$ cat config.mk
export PLATFORM = sky130hd
export DESIGN_NAME = fetch_unit
export DESIGN_NICKNAME = d
export VERILOG_FILES = /design/src/rtl/fetch_unit.sv
export SDC_FILE = /design/constraint.sdc
export NUM_CORES = 1
export LEC_CHECK = 0
export CAP_MARGIN = 30
export CORE_UTILIZATION = 35
export CTS_BUF_LIST = sky130_fd_sc_hd__clkbuf_4 sky130_fd_sc_hd__clkbuf_8
export CTS_CLUSTER_DIAMETER = 50
export DETAILED_ROUTE_END_ITERATION = 16
export SETUP_SLACK_MARGIN = 0.15
export SLEW_MARGIN = 20
export SYNTH_ARGS = -nofsm -noshare
export SYNTH_HDL_FRONTEND = slang
export SYNTH_SLANG_ARGS = --single-unit
$ cat constraint.sdc
create_clock -name clk -period 2.75 [get_ports clk]
set_input_delay 0.6875 -clock clk [delete_from_list [all_inputs] [get_ports clk]]
set_output_delay 0.6875 -clock clk [all_outputs]
set_load 0.005 [all_outputs]
$ cat src/rtl/fetch_unit.sv
// fetch_unit: IF-stage fetch PC, single-outstanding instruction-memory request, 1-entry output slot.
// Optional build macro FETCH_PERF_CNT_EN adds FetchCnt/BubbleCnt performance counters.
module fetch_unit #(
  parameter logic [31:0] RESET_PC = 32'h0000_0000
) (
  input  logic        clk,
  input  logic        rst,
  input  logic        StallF,
  input  logic        PCSrcE,
  input  logic [31:0] PCTargetE,
  output logic        ImemReq,
  output logic [31:0] ImemAddr,
  input  logic        ImemGnt,
  input  logic        ImemRvalid,
  input  logic [31:0] ImemRdata,
  output logic [31:0] InstrF,
  output logic [31:0] PCF,
  output logic [31:0] PCPlus4F,
  output logic        ValidF
`ifdef FETCH_PERF_CNT_EN
  ,
  output logic [31:0] FetchCnt,
  output logic [31:0] BubbleCnt
`endif
);

  localparam int unsigned XLEN = 32;
  localparam logic [XLEN-1:0] PC_STEP = XLEN'(4);
  localparam logic [XLEN-1:0] ALIGN_MASK = ~XLEN'(3);

  typedef enum logic [1:0] {
    ST_REQ  = 2'd0,
    ST_WAIT = 2'd1,
    ST_DROP = 2'd2
  } state_e;

  state_e          state_q, state_d;
  logic [XLEN-1:0] pc_q, pc_d;
  logic            valid_q, valid_d;
  logic [XLEN-1:0] instr_q, instr_d;
  logic [XLEN-1:0] pcf_q, pcf_d;
  logic [XLEN-1:0] pcplus4_q, pcplus4_d;

  logic            consume;
  logic            slot_free;
  logic            load_slot;
  logic [XLEN-1:0] target;

  assign consume   = valid_q & ~StallF & ~PCSrcE;
  assign slot_free = ~valid_q | consume;
  assign target    = PCTargetE & ALIGN_MASK;
  assign ImemAddr  = pc_q;

  // Next-state, fetch PC and request; a redirect always overrides the fetch PC.
  always_comb begin
    state_d   = state_q;
    pc_d      = pc_q;
    ImemReq   = 1'b0;
    load_slot = 1'b0;
    case (state_q)
      ST_REQ: begin
        ImemReq = slot_free & rst;
        if (PCSrcE) pc_d = target;
        if (ImemReq && ImemGnt) begin
          if (PCSrcE) begin
            state_d = ST_DROP;
          end else begin
            pc_d    = pc_q + PC_STEP;
            state_d = ST_WAIT;
          end
        end
      end
      ST_WAIT: begin
        if (ImemRvalid) begin
          state_d = ST_REQ;
          if (PCSrcE) pc_d = target;
          else        load_slot = 1'b1;
        end else if (PCSrcE) begin
          pc_d    = target;
          state_d = ST_DROP;
        end
      end
      ST_DROP: begin
        if (PCSrcE)     pc_d    = target;
        if (ImemRvalid) state_d = ST_REQ;
      end
      default: state_d = ST_REQ;
    endcase
  end

  // Slot: pc_q already points one word past the returning request, so PCF+4 == pc_q.
  always_comb begin
    valid_d   = valid_q;
    instr_d   = instr_q;
    pcf_d     = pcf_q;
    pcplus4_d = pcplus4_q;
    if (PCSrcE) begin
      valid_d = 1'b0;
    end else if (load_slot) begin
      valid_d   = 1'b1;
      instr_d   = ImemRdata;
      pcf_d     = pc_q - PC_STEP;
      pcplus4_d = pc_q;
    end else if (consume) begin
      valid_d = 1'b0;
    end
  end

  always_ff @(posedge clk or negedge rst) begin
    if (!rst) begin
      state_q   <= ST_REQ;
      pc_q      <= RESET_PC;
      valid_q   <= 1'b0;
      instr_q   <= '0;
      pcf_q     <= '0;
      pcplus4_q <= PC_STEP;
    end else begin
      state_q   <= state_d;
      pc_q      <= pc_d;
      valid_q   <= valid_d;
      instr_q   <= instr_d;
      pcf_q     <= pcf_d;
      pcplus4_q <= pcplus4_d;
    end
  end

  assign InstrF   = instr_q;
  assign PCF      = pcf_q;
  assign PCPlus4F = pcplus4_q;
  assign ValidF   = valid_q;

`ifdef FETCH_PERF_CNT_EN
  logic [XLEN-1:0] fetch_cnt_q, fetch_cnt_d;
  logic [XLEN-1:0] bubble_cnt_q, bubble_cnt_d;

  assign fetch_cnt_d  = consume ? fetch_cnt_q + XLEN'(1) : fetch_cnt_q;
  assign bubble_cnt_d = (~valid_q & ~StallF) ? bubble_cnt_q + XLEN'(1) : bubble_cnt_q;

  always_ff @(posedge clk or negedge rst) begin
    if (!rst) begin
      fetch_cnt_q  <= '0;
      bubble_cnt_q <= '0;
    end else begin
      fetch_cnt_q  <= fetch_cnt_d;
      bubble_cnt_q <= bubble_cnt_d;
    end
  end

  assign FetchCnt  = fetch_cnt_q;
  assign BubbleCnt = bubble_cnt_q;
`endif

endmodule

======== Yosys cells after proc, flatten, opt, wreduce, memory -nomap -nowiden ========
Cells that the tools add are included.
word-level totals
  register bits ........................... 131
  output and inout port bits .............. 130
  logic and storage cells ................. 44
operators by class
  add/subtract/negate cells ............... 2
  equal/unequal tests ..................... 5
  muxes and demuxes ....................... 17
  bitwise operators ....................... 7
  reduce and logical (&&, ||, !) cells .... 7
operators with widths
  kind                                                                   number
  32-bit 2-to-1 mux                                                      3
  32-bit one-hot mux with 2 select lines                                 1
  32-bit by 3-bit adder with 32-bit output, second input constant        1
  32-bit by 3-bit subtractor with 32-bit output, second input constant   1
  2-bit 2-to-1 mux                                                       5
  1-bit 2-to-1 mux                                                       7
  2-bit one-hot mux with 3 select lines                                  1
  2-bit != test, second input constant                                   2
  1-bit bitwise AND                                                      3
  3-bit != test, second input constant                                   1
  1-bit NOT                                                              3
  3-bit AND reduction                                                    1
  3-bit nonzero test                                                     1
  2-bit by 1-bit equality test with 1-bit output, second input constant  1
  2-bit equality test, second input constant                             1
  2-bit logical NOT                                                      1
  2-bit AND reduction                                                    1
  2-bit nonzero test                                                     1
  2-bit OR reduction                                                     1
  1-bit logical AND                                                      1
  1-bit bitwise OR                                                       1

======== Depth between registers and ports, before layout ========
  depth after elaboration ................. 8
  gate-level depth with buffers ........... 9
  depth with buffers taken out ............ 7

======== Least setup slack after synthesis ========
No wires, ideal clock.
  path kind ............................... input-to-reg
  start point ............................. input PCSrcE
  end point ............................... register pc_q[27], in the netlist ImemAddr[27]
  data arrival time ....................... 2.117 ns
  setup slack ............................. 0.512 ns
  stages .................................. 7
  path buffers ............................ 2
  cell sequence ........................... buf_2 > o21a_1 > or4_1 > buf_2 > nor2_1 > a41oi_1 > o22a_1
on the way
  word-level cells in the longest chain between the ends .. 7
  elaborated cells between the ends (all ways) .. 9
  classes of those cells .................. 4 x mux; 4 x bitwise; 1 x reduce/logical
RTL lines
  item                                        line  source
  from (decl)                                 9     input logic PCSrcE,
  1-bit NOT (no source line)                  --
  1-bit bitwise AND                           49    assign consume = valid_q & ~StallF & ~PCSrcE;
  1-bit bitwise OR                            50    assign slot_free = ~valid_q | consume;
  1-bit bitwise AND                           62    ImemReq = slot_free & rst;
  1-bit logical AND                           64    if (ImemReq && ImemGnt) begin
  32-bit 2-to-1 mux                           64
  32-bit one-hot mux with 2 select lines (*)  60    case (state_q)
  to (signal assigned)                        119   pc_q <= pc_d;
  to (decl)                                   38    logic [XLEN-1:0] pc_q, pc_d;
Mark *: on every way between the ends. The rest lies on a longest branch, timed or not.
A chain may end at the register's enable or synchronous reset.

======== Worst setup path after layout ========
  start point ............................. register state_q[0]
  end point ............................... output ImemReq
on the way
  word-level cells in the longest chain between the ends .. 2
RTL lines
  item                    line  source
  from (decl)             37    state_e state_q, state_d;
  from (signal assigned)  118   state_q <= state_d;
  2-bit logical NOT       60
  1-bit 2-to-1 mux        60
  to (decl)               11    output logic ImemReq,
No other way between the ends.

==> results.py <==
metrics = {
    "outcome": {
        "status": "complete, no violations",
    },
    "global_route": {
        "grt_max_degree": 57,
        "grt_pass1_wl_um": 31000,
        "grt_usage_pct": 21.8,
        "grt_pass1_vias": 5822,
        "antenna_found_initial": 0,
        "gr-total-overflow": 0,
    },
    "finish": {
        "fillers": 1634,
        "final_nets": 992,
        "final_layout_size_suffix_gt1_share_pct": 10.4,
        "postLayoutCoreUtil_pct": 52.6,
        "num_antenna_cells": 0,
        "syn_to_final_growth_pct": 45.4,
    },
    "clocking": {
        "numCtsBuffers": 17,
        "clk_latency_ns": 0.45,
        "root_buffer": "clkbuf_8",
        "path_clk_slew_ns": 0.08,
        "clk_path_buf_depth": 2,
        "cts.sinks": 129,
        "cts_tree": "done",
        "cts_htree_levels": 4,
        "ctsHoldBuffers": 0,
    },
    "power": {
        "p_int_w": 0.00555,
        "leakagePower_nw": 3.98,
        "swShare_pct": 33.9,
        "vdd_drop_max_mv": 0.415,
        "p_switching_w": 0.00285,
        "sequentialPowerShare_pct": 39.0,
        "finalPower_w": 0.00840,
        "p_per_area_mw_per_mm2": 917,
        "clockPowerShare_pct": 20.5,
        "pwr-share-comb_pct": 40.5,
    },
    "place": {
        "place_ws_ns": -0.0257,
        "dp_hpwl_um": 14500,
        "place_congestion": 0.864,
        "port_buffers": 197,
    },
    "hold_path": {
        "hp-class": "primary input to async pin",
    },
    "drt": {
        "routedWlPerCell_um": 16.9,
        "ant_nets": 0,
        "routed_wl_um": 19500,
        "drc_errors": 0,
        "drt_iter0_markers": 310,
        "via_count": 5898,
        "via_per_inst": 5.11,
        "firstDrtPassIters": 5,
    },
    "timing": {
        "fin_crit_sh_pct": 91.0,
        "rsz0062_at_grt": "no",
        "max_freq_mhz": 400,
        "fin_crit_ns": 2.50,
        "setup_viol": 0,
        "finalClockSkew_ns": 0.00900,
        "slew_viol_final": 0,
        "maxSlewHeadroom_pct": 62.8,
        "timing.final.hold_violations": 0,
        "tightestPinTransition_ns": 0.553,
        "fin_ws_ns": 0.248,
    },
    "logic_synthesis": {
        "synth_edf_count": 0,
        "synth.distinct_cells": 59,
        "ys.flop_type": "dfrtp_1",
        "synth_most_common_cell": "nand2_1",
        "synth-seq-cells": 129,
        "synth_area_leaders": "dfrtp_1 51%, nand2_1 14%, clkbuf_1 2.1%",
        "yosys_warnings": 0,
        "synthArstFlopShare_pct": 100,
        "synth_area_per_cell_um2": 8.79,
        "yosysTopAreaCellShare_pct": 50.9,
        "synthesis.nets": 792,
        "synthTopCellsByCount": "232 x nand2_1, 128 x dfrtp_1, 36 x clkbuf_1",
        "syn_inst": 716,
        "ys_seq_area_share_pct": 51.3,
        "syn_area_mm2": 0.00629,
        "yosysTopAreaCell": "dfrtp_1",
    },
    "floorplanning": {
        "fp.dieH_um": 136,
        "core_mm2": 0.0174,
        "fp.dieW_um": 136,
        "design.die.area_mm2": 0.0185,
        "initial_core_util_pct": 36.1,
        "io_pins": 200,
        "rows": 48,
    },
    "worst_setup_path": {
        "required_ns": 2.06,
        "worstPathArrival_ns": 1.81,
        "path_class": "flop to output pin",
        "crit_path_max_fanout": 4,
        "crit_path_start_kind": "flop",
        "crit_path_end_kind": "output pin",
    },
    "job": {
        "cap_violations": 0,
    },
}
==> critical path, stage by stage, from the launching register on <==
cell	delay [ns]
dfrtp_1	0.42
inv_2	0.11
ha_4	0.16
and3_1	0.16
clkdlybuf4s50_1	0.51
==> cell families after synthesis <==
| kind of cell | synth area share, % |
|---|---|
| flops | 51.3 |
| simple gates | 27.8 |
| buf+inv | 4.59 |
| compound gates | 11.3 |
| xor+xnor | 3.34 |
| mux | 0.477 |
| fa+ha+maj | 1.19 |
==> stage by stage <==
stage	cells	TNS (ns)	hold slack [ns]	area, um2
floorplan	716	0	0.392	6290
global placement	1120	-0.00785	0.458	8690
detailed placement	1121	-0.0257	0.462	8720
CTS	1154	0	0.0238	9140
global route	1154	0	0.0262	9150
finish	1154	0	0.0511	9150
==> area by class of cell <==
class                           count  area (um2)  share of cell area, %
Inverter                           10        37.5                  0.410
Timing Repair Buffer              240        2390                   26.1
Clock inverter                     15         183                   2.00
Multi-Input combinational cell    518        2800                   30.6
Sequential cell                   129        3230                   35.3
Tap cell                          225         282                   3.08
Clock buffer                       17         234                   2.56
==> sequential cells by signal, indices dropped and copies added (netlist names) <==
register and count:
PCPlus4F 30, ValidF 1, ImemAddr 32, PCF 32
InstrF 32, state_q 2
==> layer usage <==
layer  part of all wire, %  track usage, %  vias up
met4                   1.3            6.85        0
met3                   7.2            5.63       19
met1                    45            28.5     2796
li1                      -               -     2850
met5                     0               0        -
met2                    47            35.3      233
==> path summary, 6_finish.rpt <==
path                       slack (ns)                        to                     start  cells past startpoint
setup / recovery                 0.25                   ImemReq    state_q[0]$_DFFE_PN0P_                      4
hold / removal                   0.05    state_q[1]$_DFFE_PN0P_                       rst                      1
setup reg to reg                 0.45       PCF[20]$_DFFE_PN0P_   ImemAddr[3]$_DFFE_PN0P_                      7
hold reg to reg                  0.48  PCPlus4F[24]$_DFFE_PN0P_  PCPlus4F[24]$_DFFE_PN0P_                      2
max in group asynchronous        1.73   PCPlus4F[2]$_DFFE_PN1P_                       rst                      3
min in group clk                 0.48  PCPlus4F[24]$_DFFE_PN0P_  PCPlus4F[24]$_DFFE_PN0P_                      2
==> power groups by stage <==
stage	sequential (W)	clock, W	combinational (W)
after detailed placement	0.00332	0	0.00340
final	0.00328	0.00172	0.00340
after CTS	0.00328	0.00177	0.00342
after global routing	0.00339	0.00185	0.00376
after global placement	0.00326	0	0.00335
after floorplan	0.00319	0	0.00130
==> cells in the final DEF, fill, tap and decap left out, types with 3 or more instances in the layout <==
cell / n
xor2_1: 15
nor2b_1: 3
mux2i_1: 3
nand2_1: 231
nand4_1: 19
nor3_1: 8
dfrtp_1: 128
a22oi_1: 12
a31oi_1: 5
buf_12: 6
clkinvlp_4: 4
clkdlybuf4s50_1: 194
or4_1: 10
nor4_1: 6
xnor2_1: 9
nor2_1: 35
nand2b_1: 3
clkbuf_8: 17
o21ai_1: 20
buf_4: 36
ha_1: 5
and2_1: 6
and3_1: 8
a211oi_1: 3
o22ai_1: 9
a311oi_1: 11
o311ai_0: 4
a21oi_1: 8
o22a_1: 3
inv_1: 8
nand3_1: 24
bufinv_16: 3
o21ai_0: 16
nor4_2: 3
inv_6: 4
==> repair_timing <==
item,in CTS,in global routing
gates resized for setup,5,2
pin swaps,1,0
gates cloned,0,0
buffers inserted,1,0
endpoints found under the setup margin,1,1
(Power assumes the default switching activity.)
